### config.mk
export PLATFORM = sky130hd
export DESIGN_NAME = multicycle_control
export DESIGN_NICKNAME = d
export VERILOG_FILES = /design/src/rtl/multicycle_control.sv
export SDC_FILE = /design/constraint.sdc
export NUM_CORES = 1
export LEC_CHECK = 0
export BUFFER_PORTS_ARGS = -buffer_cell sky130_fd_sc_hd__buf_2
export CAP_MARGIN = 20
export CORE_MARGIN = 5
export CORE_UTILIZATION = 43
export DETAILED_ROUTE_END_ITERATION = 6
export PLACE_DENSITY_LB_ADDON = 0.12
export SYNTH_ARGS = -nofsm -noshare
export SYNTH_HDL_FRONTEND = slang
export SYNTH_SLANG_ARGS = --single-unit
export TNS_END_PERCENT = 1
### constraint.sdc
create_clock -name clk -period 2.2 [get_ports clk]
set_input_delay 0.11 -clock clk [delete_from_list [all_inputs] [get_ports clk]]
set_output_delay 0.11 -clock clk [all_outputs]
set_load 0.05 [all_outputs]
### src/rtl/multicycle_control.sv
// Multi-cycle MIPS control FSM: sequences FETCH/DECODE/EXEC/MEM/WB, stalls on mem_ready, counts retirements.
// Optional feature: define MCU_JUMP_EN to decode opcode 000010 as a jump; otherwise it traps.
module multicycle_control #(
    parameter int CNT_W = 32
) (
    input  logic             clk,
    input  logic             rst,
    input  logic [5:0]       opcode,
    input  logic             mem_ready,
    output logic             pc_write,
    output logic             pc_write_cond,
    output logic             i_or_d,
    output logic             mem_read,
    output logic             mem_write,
    output logic             ir_write,
    output logic             mem_to_reg,
    output logic             reg_dst,
    output logic             reg_write,
    output logic             alu_src_a,
    output logic [1:0]       alu_src_b,
    output logic [1:0]       alu_op,
    output logic [1:0]       pc_source,
    output logic             illegal,
    output logic [3:0]       state,
    output logic [CNT_W-1:0] retired
);

    typedef enum logic [3:0] {
        FETCH = 4'd0, DECODE = 4'd1, MEMADR = 4'd2, MEMRD = 4'd3, MEMWB = 4'd4,
        MEMWR = 4'd5, EXEC = 4'd6, RWB = 4'd7, BRANCH = 4'd8, JUMP = 4'd9, TRAP = 4'd15
    } state_t;

    localparam logic [5:0] OP_R   = 6'b000000;
    localparam logic [5:0] OP_LW  = 6'b100011;
    localparam logic [5:0] OP_SW  = 6'b101011;
    localparam logic [5:0] OP_BEQ = 6'b000100;
    localparam logic [5:0] OP_J   = 6'b000010;

    typedef struct packed {
        logic       pc_write;
        logic       pc_write_cond;
        logic       i_or_d;
        logic       mem_read;
        logic       mem_write;
        logic       mem_to_reg;
        logic       reg_dst;
        logic       reg_write;
        logic       alu_src_a;
        logic [1:0] alu_src_b;
        logic [1:0] alu_op;
        logic [1:0] pc_source;
    } ctrl_t;

    // Strobes are registered from the next state; only the FETCH ir/pc loads follow mem_ready live.
    function automatic ctrl_t state_ctrl(input state_t s);
        ctrl_t c;
        c = '0;
        case (s)
            FETCH:  begin c.mem_read = 1'b1; c.alu_src_b = 2'b01; end
            DECODE: c.alu_src_b = 2'b11;
            MEMADR: begin c.alu_src_a = 1'b1; c.alu_src_b = 2'b10; end
            MEMRD:  begin c.mem_read = 1'b1; c.i_or_d = 1'b1; end
            MEMWB:  begin c.reg_write = 1'b1; c.mem_to_reg = 1'b1; end
            MEMWR:  begin c.mem_write = 1'b1; c.i_or_d = 1'b1; end
            EXEC:   begin c.alu_src_a = 1'b1; c.alu_op = 2'b10; end
            RWB:    begin c.reg_write = 1'b1; c.reg_dst = 1'b1; end
            BRANCH: begin
                c.alu_src_a = 1'b1; c.alu_op = 2'b01;
                c.pc_write_cond = 1'b1; c.pc_source = 2'b01;
            end
`ifdef MCU_JUMP_EN
            JUMP:   begin c.pc_write = 1'b1; c.pc_source = 2'b10; end
`endif
            default: c = '0;
        endcase
        return c;
    endfunction

    state_t           cur, nxt;
    ctrl_t            ctrl_q;
    logic             illegal_q;
    logic             retire;
    logic [CNT_W-1:0] count_q;

    always_comb begin
        nxt    = cur;
        retire = 1'b0;
        case (cur)
            FETCH:  if (mem_ready) nxt = DECODE;
            DECODE: begin
                case (opcode)
                    OP_R:          nxt = EXEC;
                    OP_LW, OP_SW:  nxt = MEMADR;
                    OP_BEQ:        nxt = BRANCH;
`ifdef MCU_JUMP_EN
                    OP_J:          nxt = JUMP;
`endif
                    default:       nxt = TRAP;
                endcase
            end
            MEMADR: begin
                if (opcode == OP_LW)      nxt = MEMRD;
                else if (opcode == OP_SW) nxt = MEMWR;
                else                      nxt = TRAP;
            end
            MEMRD:  if (mem_ready) nxt = MEMWB;
            MEMWR:  if (mem_ready) begin nxt = FETCH; retire = 1'b1; end
            EXEC:   nxt = RWB;
            MEMWB, RWB, BRANCH, JUMP: begin nxt = FETCH; retire = 1'b1; end
            TRAP:   nxt = TRAP;
            default: nxt = TRAP;
        endcase
    end

    always_ff @(posedge clk) begin
        if (rst) begin
            cur       <= FETCH;
            ctrl_q    <= state_ctrl(FETCH);
            illegal_q <= 1'b0;
            count_q   <= '0;
        end else begin
            cur    <= nxt;
            ctrl_q <= state_ctrl(nxt);
            if (nxt == TRAP) illegal_q <= 1'b1;
            if (retire)      count_q   <= count_q + 1'b1;
        end
    end

    // Everything but the state is held low while reset is asserted, including its first cycle.
    logic fetch_ld;
    assign fetch_ld      = (cur == FETCH) & mem_ready & ~rst;
    assign pc_write      = (ctrl_q.pc_write & ~rst) | fetch_ld;
    assign ir_write      = fetch_ld;
    assign pc_write_cond = ctrl_q.pc_write_cond & ~rst;
    assign i_or_d        = ctrl_q.i_or_d & ~rst;
    assign mem_read      = ctrl_q.mem_read & ~rst;
    assign mem_write     = ctrl_q.mem_write & ~rst;
    assign mem_to_reg    = ctrl_q.mem_to_reg & ~rst;
    assign reg_dst       = ctrl_q.reg_dst & ~rst;
    assign reg_write     = ctrl_q.reg_write & ~rst;
    assign alu_src_a     = ctrl_q.alu_src_a & ~rst;
    assign alu_src_b     = rst ? 2'b00 : ctrl_q.alu_src_b;
    assign alu_op        = rst ? 2'b00 : ctrl_q.alu_op;
    assign pc_source     = rst ? 2'b00 : ctrl_q.pc_source;
    assign illegal       = illegal_q & ~rst;
    assign retired       = rst ? '0 : count_q;
    assign state         = cur;

endmodule

==> results of run 1 <==
## registers in the layout (all words and copies together) (netlist names)
signal and count:
illegal_q 1, state 4, count_q 32, ctrl_q 11
## per-layer routing
metal / up-vias / track usage / part of all wire
met1: 1107 / 0.218 / 0.50
met5: - / 0 / 0
met2: 58 / 0.246 / 0.44
met3: 6 / 0.0286 / 0.051
met4: 0 / 0.0433 / 0.0086
li1: 1253 / - / -
## report_power, final
group	total, W	leakage (nW)	switching [W]	internal (W)
Combinational	0.00156	0.909	0.00104	0.000525
Sequential	0.00107	0.389	0.0000849	0.000989
Clock	0.000639	0.0548	0.000296	0.000342
## cell families (layout without fill, tap and decap cells)
group / Yosys count / after routing / synth area share
buffers and inverters: 28 / 86 / 0.0524
adders and majority gates: 1 / 1 / 0.00464
other: 1 / 1 / 0.00139
xor gates and xnor gates: 15 / 15 / 0.0487
AOI/OAI and AO/OA: 59 / 59 / 0.151
and+or+nand+nor: 169 / 169 / 0.377
muxes: 2 / 2 / 0.00834
DFF: 48 / 48 / 0.356
## per-stage QoR
| stage | utilization | setup WS (ps) | cells |
|---|---|---|---|
| 2_1_floorplan | - | 122 | 323 |
| 3_3_place_gp | 0.511 | 293 | 448 |
| 3_5_place_dp | 0.511 | 205 | 448 |
| 4_1_cts | 0.530 | 204 | 456 |
| 5_1_grt | 0.530 | 2.69 | 456 |
| 6_report | 0.530 | 197 | 456 |
## critical path, cell delays in order, from the launching register on
cell     delay (ps)
dfxtp_1         430
and2b_1         270
a32oi_1         190
nor4_1          460
and3_1          230
mux2_2          320
## cell usage in the layout, fill, tap and decap left out, types with 2 or more instances in the layout
cell type	n
nor4b_1	3
and4_1	3
dfxtp_1	48
buf_2	60
nand3_1	15
inv_1	6
nor3_1	6
clkbuf_8	5
and3_1	11
nor3_2	2
a32oi_1	2
nand2_1	17
o21a_1	2
and2_1	2
nor2b_1	44
nand4_1	6
xnor2_1	8
nor4_4	2
nor4_1	5
nor2_1	26
or3_1	14
o21ai_0	21
a21oi_1	19
buf_4	11
mux2_2	2
a22oi_1	2
xor2_1	7
and3_2	2
## final cells by class
cell class                 instances  share of cell area
clock buffer                       5              0.0216
inverter                           6             0.00706
sequential                        48               0.301
timing repair buffer              72               0.126
multi-input combinational        247               0.500
clock inverter                     3              0.0145
tap                               75              0.0294
## final timing paths
check                                       startpoint                       end  slack (ps)  cells past startpoint
worst min register to register  illegal_q$_SDFFE_PP0N_    illegal_q$_SDFFE_PP0N_         470                      1
worst max-delay path               state[3]$_SDFF_PP0_  count_q[31]$_SDFFE_PP0P_         200                      5
worst min-delay path                               rst     ctrl_q[11]$_SDFF_PP1_         380                      3
worst max register to register     state[3]$_SDFF_PP0_  count_q[31]$_SDFFE_PP0P_         200                      5
==> reports/summary.txt, run 1 <==
status = finished, final reports clean
synthesized instance count = 323
Fin. Hold Viols = 0
Least-Margin Pin Slew = 563 ps
Syn. warnings = 0
distinct cell type count of the synthesized netlist = 56
# fillers = 630
Vias/cell = 5.32
total grt overflow = 0
normalized max-slew margin = 0.622
RSZ-0062 raised after global routing = no
syn nets = 333
die height = 89.2 um
Seq cells post-synth = 48
Slew Limit Fails = 0
Synth Cell Area = 2700 um2
Static Leak = 1.35 nW
final net count = 390
Setup TNS = 0 ps
Placeable Area = 6030 um2
vias = 2,424
Reg area = 961 um2
GPL Wtd Cong = 0.850
Port Buf Inserts = 60
Area contributors post-synth = dfxtp_1, nor2b_1, o21ai_0
crit start category = flip-flop
Resized cells post-CTS = 0
vias in the first global route = 2,197
# DRC = 0
Final ANT Viol Nets = 0
WP data arrival = 2200 ps
H-tree depth = 2
Sink Count = 48
CP endpoint kind = flip-flop
Post-Route WL = 5.96 mm
drt first pass iters = 4
prevailing post-synth register cell = dfxtp_1
max-cap violation count = 0
CTS buffer count = 5
Hold WC Path Type = primary input to flip-flop
highest ir drop seen on vdd = 0.883 mV
most common cell in the netlist = dfxtp_1
fin crit share = 0.910
Die ar. = 7960 um2
power per cell area = 1030 nW/um2
Post-synth top cells = dfxtp_1, nor2b_1, nor2_1
HPWL after DPL = 4.51 mm
asr flop ratio synth = 0
Syn Area/Cell = 8.36 um2
row count = 28
io pins = 62
Max Root-Sink Buffers = 2
fin crit period = 2000 ps
initial antenna violation count = 0
f_max = 0.499 GHz
layout cells sized above 1 = 0.260
post-synthesis sequential area ratio = 0.356
share of the synthesized area in the top cell type = 0.356
finished layout cell area = 3190 um2
Post-CTS Setup Inserts = 0
Multi-input gate area = 1600 um2
first-pass GRT wire length = 9.99 mm
clock skew = 6.56 ps
Starting Density = 0.448
DP Area = 3080 um2
Crit Path Category = flip-flop to flip-flop
total power = 0.00327 W
per-cell routed wire length = 13.1 um
CTS tree = done
CTS root buf = clkbuf_8
area leader, netlist = dfxtp_1
largest net degree at the start of global routing = 51
Clock Pin Slew Worst Setup and Hold Paths = 90 ps
# hold bufs at CTS = 0
hold slack = 375 ps
GRT Total Usage = 0.156
initial DRC count = 146
Worst Path Required = 2390 ps
antenna cells = 0
synth-to-layout area growth = 18.3%
CP Max Fanout = 14
Setup violations, final = 0
Clk Latency, worst-skew pair = 290 ps
chip width = 89.2 um
EDFF count, synth = 0
(Power assumes the default switching activity.)
==> inputs of run 2 (changes only) <==
PLACE_DENSITY = 0.72   (was unset)
PLACE_DENSITY_LB_ADDON = unset   (was 0.12)
==> run 2 against run 1 <==
Effect of this change:
- cell count decreased by 0.88%
- sequential share of layout area is 0.36 points higher
- register-to-register slack better by 60 ps
- critical path type unchanged
==> reports/summary.txt, run 2 (same netlist as run 1, synthesis figures left out) <==
max-cap violation count = 0 (unchanged)
CP Max Fanout = 9 (was 14)
Max Root-Sink Buffers = 2 (unchanged)
R2R Path Start = state[2]$_SDFF_PP0_ (was state[3]$_SDFF_PP0_)
# DRC = 0 (unchanged)
Clk Latency, worst-skew pair = 300 ps (was 290 ps)
CP endpoint kind = flip-flop (unchanged)
initial DRC count = 130 (was 146)
commonest cells after routing, fill and taps aside = buf_2, dfxtp_1, nor2b_1 (unchanged)
CTS buffer count = 5 (unchanged)
Sink Count = 48 (unchanged)
CTS root buf = clkbuf_8 (unchanged)
Placeable Area = 6030 um2 (unchanged)
Resized cells post-CTS = 0 (unchanged)
status = finished, final reports clean (unchanged)
Worst Path Required = 2440 ps (was 2390 ps)
Static Leak = 1.33 nW (was 1.35 nW)
vias in the first global route = 2,243 (was 2,197)
io pins = 62 (unchanged)
GRT Total Usage = 0.162 (was 0.156)
Crit Path Category = flip-flop to flip-flop (unchanged)
power per cell area = 1040 nW/um2 (was 1030 nW/um2)
CP startpoint = state[2]$_SDFF_PP0_ (was state[3]$_SDFF_PP0_)
Post-CTS Setup Inserts = 0 (unchanged)
Vias/cell = 5.40 (was 5.32)
f_max = 0.516 GHz (was 0.499 GHz)
Starting Density = 0.448 (unchanged)
total power = 0.00329 W (was 0.00327 W)
chip width = 89.2 um (unchanged)
total grt overflow = 0 (unchanged)
clock skew = 8.97 ps (was 6.56 ps)
final net count = 386 (was 390)
synth-to-layout area growth = 16.9% (was 18.3%)
Slew Limit Fails = 0 (unchanged)
row count = 28 (unchanged)
HPWL after DPL = 4.53 mm (was 4.51 mm)
highest ir drop seen on vdd = 0.582 mV (was 0.883 mV)
Fin. Hold Viols = 0 (unchanged)
WP data arrival = 2180 ps (was 2200 ps)
layout cells sized above 1 = 0.249 (was 0.260)
Clock Pin Slew Worst Setup and Hold Paths = 80 ps (was 90 ps)
Reg2Reg Depth = 6 (was 5)
Setup violations, final = 0 (unchanged)
Die ar. = 7960 um2 (unchanged)
worst flop-to-flop path endpoint = ctrl_q[5]$_SDFF_PP0_ (was count_q[31]$_SDFFE_PP0P_)
H-tree depth = 2 (unchanged)
largest net degree at the start of global routing = 71 (was 51)
normalized max-slew margin = 0.646 (was 0.622)
vias = 2,440 (was 2,424)
RSZ-0062 raised after global routing = no (unchanged)
Hold WC Path Type = primary input to flip-flop (unchanged)
GPL Wtd Cong = 0.903 (was 0.850)
Post-Route WL = 6.12 mm (was 5.96 mm)
hold slack = 193 ps (was 375 ps)
setup slack, reg-to-reg = 260 ps (was 200 ps)
Least-Margin Pin Slew = 528 ps (was 563 ps)
CTS tree = done (unchanged)
per-cell routed wire length = 13.5 um (was 13.1 um)
commonest non-fill, non-tap cell in the layout = buf_2 (unchanged)
antenna cells = 0 (unchanged)
Largest Register = count_q (unchanged)
initial antenna violation count = 0 (unchanged)
# fillers = 604 (was 630)
Setup TNS = 0 ps (unchanged)
Largest register FFs = 32 (unchanged)
post-layout util = 0.523 (was 0.530)
Final ANT Viol Nets = 0 (unchanged)
fin crit share = 0.881 (was 0.910)
fin crit period = 1940 ps (was 2000 ps)
first-pass GRT wire length = 10.3 mm (was 9.99 mm)
# hold bufs at CTS = 0 (unchanged)
crit start category = flip-flop (unchanged)
drt first pass iters = 4 (unchanged)
die height = 89.2 um (unchanged)
CP Capture Point = ctrl_q[5]$_SDFF_PP0_ (was count_q[31]$_SDFFE_PP0P_)
Port Buf Inserts = 60 (unchanged)
[run 2: changes by cell type in the layout (fill, tap and decap cells not counted), sizes merged]
cell,previous run,this run
inv,7,6
clkbuf,5,6
clkinvlp,1,0
buf,72,68
clkinv,0,1
[run 2: critical path, stage by stage, from the launching register on]
cell and delay, ps:
dfxtp_1 460, buf_4 210, and3b_1 170, o21ai_0 210, nand3_1 150, nor2_1 420, o2111a_1 260
[run 2: layer usage]
| metal | vias to the layer above | GRT usage | share of wire |
|---|---|---|---|
| li1 | 1250 | - | - |
| met1 | 1114 | 0.217 | 0.47 |
| met2 | 69 | 0.261 | 0.45 |
| met3 | 7 | 0.0295 | 0.058 |
| met4 | 0 | 0.0609 | 0.015 |
| met5 | - | 0 | 0 |
[run 2: worst min-delay path by stage]
| stage | startpoint | endpoint | slack [ps] | cells after the start |
|---|---|---|---|---|
| floorplan | illegal_q$_SDFFE_PP0N_ | illegal_q$_SDFFE_PP0N_ | 430 | 1 |
| global placement | illegal_q$_SDFFE_PP0N_ | illegal_q$_SDFFE_PP0N_ | 450 | 1 |
| detailed placement | illegal_q$_SDFFE_PP0N_ | illegal_q$_SDFFE_PP0N_ | 470 | 1 |
| CTS | rst | state[2]$_SDFF_PP0_ | 180 | 2 |
| global route | rst | state[2]$_SDFF_PP0_ | 200 | 2 |
| finish | rst | state[2]$_SDFF_PP0_ | 190 | 2 |
[run 2: cell type report]
cell class,count,area (um2),share of cell area
multi-input combinational,247,1600,0.506
sequential,48,961,0.305
timing repair buffer,68,373,0.118
tap,75,93.8,0.0298
clock buffer,6,72.6,0.0230
clock inverter,2,35.0,0.0111
inverter,6,22.5,0.00714
[run 2: per-stage QoR]
step / cell area (um2) / setup slack [ps] / cells
after detailed placement: 3050 / 283 / 444
after global placement: 3050 / 304 / 444
after global routing: 3150 / 64.2 / 452
after CTS: 3150 / 251 / 452
final: 3150 / 261 / 452
after floorplan: 2700 / 122 / 323
[run 2: where the power goes]
group	internal [W]	switching, W	total [W]	leakage (nW)
logic	0.000534	0.00106	0.00160	0.888
registers	0.000989	0.0000708	0.00106	0.389
clock network	0.000338	0.000292	0.000630	0.0552
total	0.00186	0.00143	0.00329	1.33
==> inputs of run 3 (changes only) <==
RECOVER_POWER = 50   (was unset)
==> run 3 against run 2 <==
Effect of this change:
- flip-flop and latch count unchanged
- worst hold slack got worse by 20 ps
- combinational power about the same
- final area decreased by 0.87%
- setup slack got worse by 21 ps
- count of clock-buffer cells in the layout unchanged
- register-to-register slack got worse by 20 ps
- total power decreased by 0.51%
==> reports/summary.txt, run 3 (same netlist as run 1, synthesis figures left out) <==
status = finished, final reports clean (unchanged)
layout cells sized above 1 = 0.223 (was 0.249)
CTS tree = done (unchanged)
Vias/cell = 5.38 (was 5.40)
Fin. Hold Viols = 0 (unchanged)
CTS buffer count = 5 (unchanged)
Sink Count = 48 (unchanged)
R2R Path Start = state[1]$_SDFF_PP0_ (was state[2]$_SDFF_PP0_)
setup slack, reg-to-reg = 240 ps (was 260 ps)
Clk Latency, worst-skew pair = 300 ps (about the same)
H-tree depth = 2 (unchanged)
normalized max-slew margin = 0.159 (was 0.646)
initial DRC count = 136 (was 130)
Worst Path Required = 2410 ps (was 2440 ps)
Setup violations, final = 0 (unchanged)
Post-Route WL = 6.10 mm (was 6.12 mm)
Least-Margin Pin Slew = 1260 ps (was 528 ps)
highest ir drop seen on vdd = 0.581 mV (was 0.582 mV)
die height = 89.2 um (unchanged)
GRT Total Usage = 0.162 (unchanged)
total grt overflow = 0 (unchanged)
synth-to-layout area growth = 15.9% (was 16.9%)
row count = 28 (unchanged)
commonest non-fill, non-tap cell in the layout = dfxtp_1 (was buf_2)
CP endpoint kind = flip-flop (unchanged)
HPWL after DPL = 4.53 mm (unchanged)
Static Leak = 1.25 nW (was 1.33 nW)
Slew Limit Fails = 0 (unchanged)
power per cell area = 1050 nW/um2 (was 1040 nW/um2)
total power = 0.00327 W (was 0.00329 W)
drt first pass iters = 4 (unchanged)
DP Area = 3050 um2 (unchanged)
worst flop-to-flop path endpoint = count_q[25]$_SDFFE_PP0P_ (was ctrl_q[5]$_SDFF_PP0_)
crit start category = flip-flop (unchanged)
CP Max Fanout = 17 (was 9)
GPL Wtd Cong = 0.903 (unchanged)
RSZ-0062 raised after global routing = no (unchanged)
f_max = 0.510 GHz (was 0.516 GHz)
Placeable Area = 6030 um2 (unchanged)
CTS root buf = clkbuf_8 (unchanged)
hold slack = 173 ps (was 193 ps)
Final ANT Viol Nets = 0 (unchanged)
Hold WC Path Type = primary input to flip-flop (unchanged)
Largest Register = count_q (unchanged)
CP startpoint = state[1]$_SDFF_PP0_ (was state[2]$_SDFF_PP0_)
Clock Pin Slew Worst Setup and Hold Paths = 90 ps (was 80 ps)
antenna cells = 0 (unchanged)
final net count = 386 (unchanged)
commonest cells after routing, fill and taps aside = dfxtp_1, nor2b_1, clkbuf_2 (was buf_2, dfxtp_1, nor2b_1)
# hold bufs at CTS = 0 (unchanged)
vias in the first global route = 2,243 (unchanged)
Starting Density = 0.448 (unchanged)
Setup TNS = 0 ps (unchanged)
max-cap violation count = 0 (unchanged)
Port Buf Inserts = 60 (unchanged)
Crit Path Category = flip-flop to flip-flop (unchanged)
vias = 2,432 (was 2,440)
io pins = 62 (unchanged)
Max Root-Sink Buffers = 2 (unchanged)
largest net degree at the start of global routing = 71 (unchanged)
per-cell routed wire length = 13.5 um (about the same)
first-pass GRT wire length = 10.3 mm (unchanged)
chip width = 89.2 um (unchanged)
Resized cells post-CTS = 0 (unchanged)
Largest register FFs = 32 (unchanged)
CP Capture Point = count_q[25]$_SDFFE_PP0P_ (was ctrl_q[5]$_SDFF_PP0_)
fin crit share = 0.891 (was 0.881)
finished layout cell area = 3130 um2 (was 3150 um2)
# DRC = 0 (unchanged)
Reg2Reg Depth = 5 (was 6)
WP data arrival = 2170 ps (was 2180 ps)
Die ar. = 7960 um2 (unchanged)
clock skew = 7.16 ps (was 8.97 ps)
initial antenna violation count = 0 (unchanged)
fin crit period = 1960 ps (was 1940 ps)
Post-CTS Setup Inserts = 0 (unchanged)
## run 3: per-stage QoR
| stage | setup slack, ps | instances | util |
|---|---|---|---|
| floorplan | 122 | 323 | - |
| detailed placement | 283 | 444 | 0.506 |
| global route | 36.3 | 452 | 0.519 |
| CTS | 251 | 452 | 0.523 |
| finish | 240 | 452 | 0.519 |
| global placement | 304 | 444 | 0.506 |
## run 3: worst max-delay path, cell delays in order (launching register included)
cell     delay [ps]
dfxtp_1         480
or3b_1          190
a32o_1          360
nand4_4         280
or3_1           410
a21oi_1         160
## run 3: power by group
part	total [W]	internal [W]	switching, W	leakage [nW]
logic	0.00158	0.000515	0.00106	0.807
clock network	0.000630	0.000338	0.000292	0.0552
registers	0.00106	0.000989	0.0000706	0.389
total	0.00327	0.00184	0.00143	1.25
## run 3: layout make-up
class | instances | area (um2)
tap | 75 | 93.8
inverter | 6 | 22.5
clock inverter | 2 | 35.0
multi-input combinational | 247 | 1600
fill | 607 | 2900
clock buffer | 6 | 72.6
sequential | 48 | 961
timing repair buffer | 68 | 345
## run 3: metal layers
metal	vias up	part of all wire	GRT usage
met5	-	0	0
met4	0	0.015	0.0609
met3	7	0.057	0.0295
met2	70	0.46	0.261
met1	1106	0.47	0.217
li1	1249	-	-
## run 3: worst min path at each step
stage | start | endpoint | cells after the start | slack (ps)
final | rst | state[2]$_SDFF_PP0_ | 2 | 170
after global placement | illegal_q$_SDFFE_PP0N_ | illegal_q$_SDFFE_PP0N_ | 1 | 450
after floorplan | illegal_q$_SDFFE_PP0N_ | illegal_q$_SDFFE_PP0N_ | 1 | 430
after detailed placement | illegal_q$_SDFFE_PP0N_ | illegal_q$_SDFFE_PP0N_ | 1 | 470
after CTS | rst | state[2]$_SDFF_PP0_ | 2 | 180
after global routing | rst | state[2]$_SDFF_PP0_ | 2 | 180
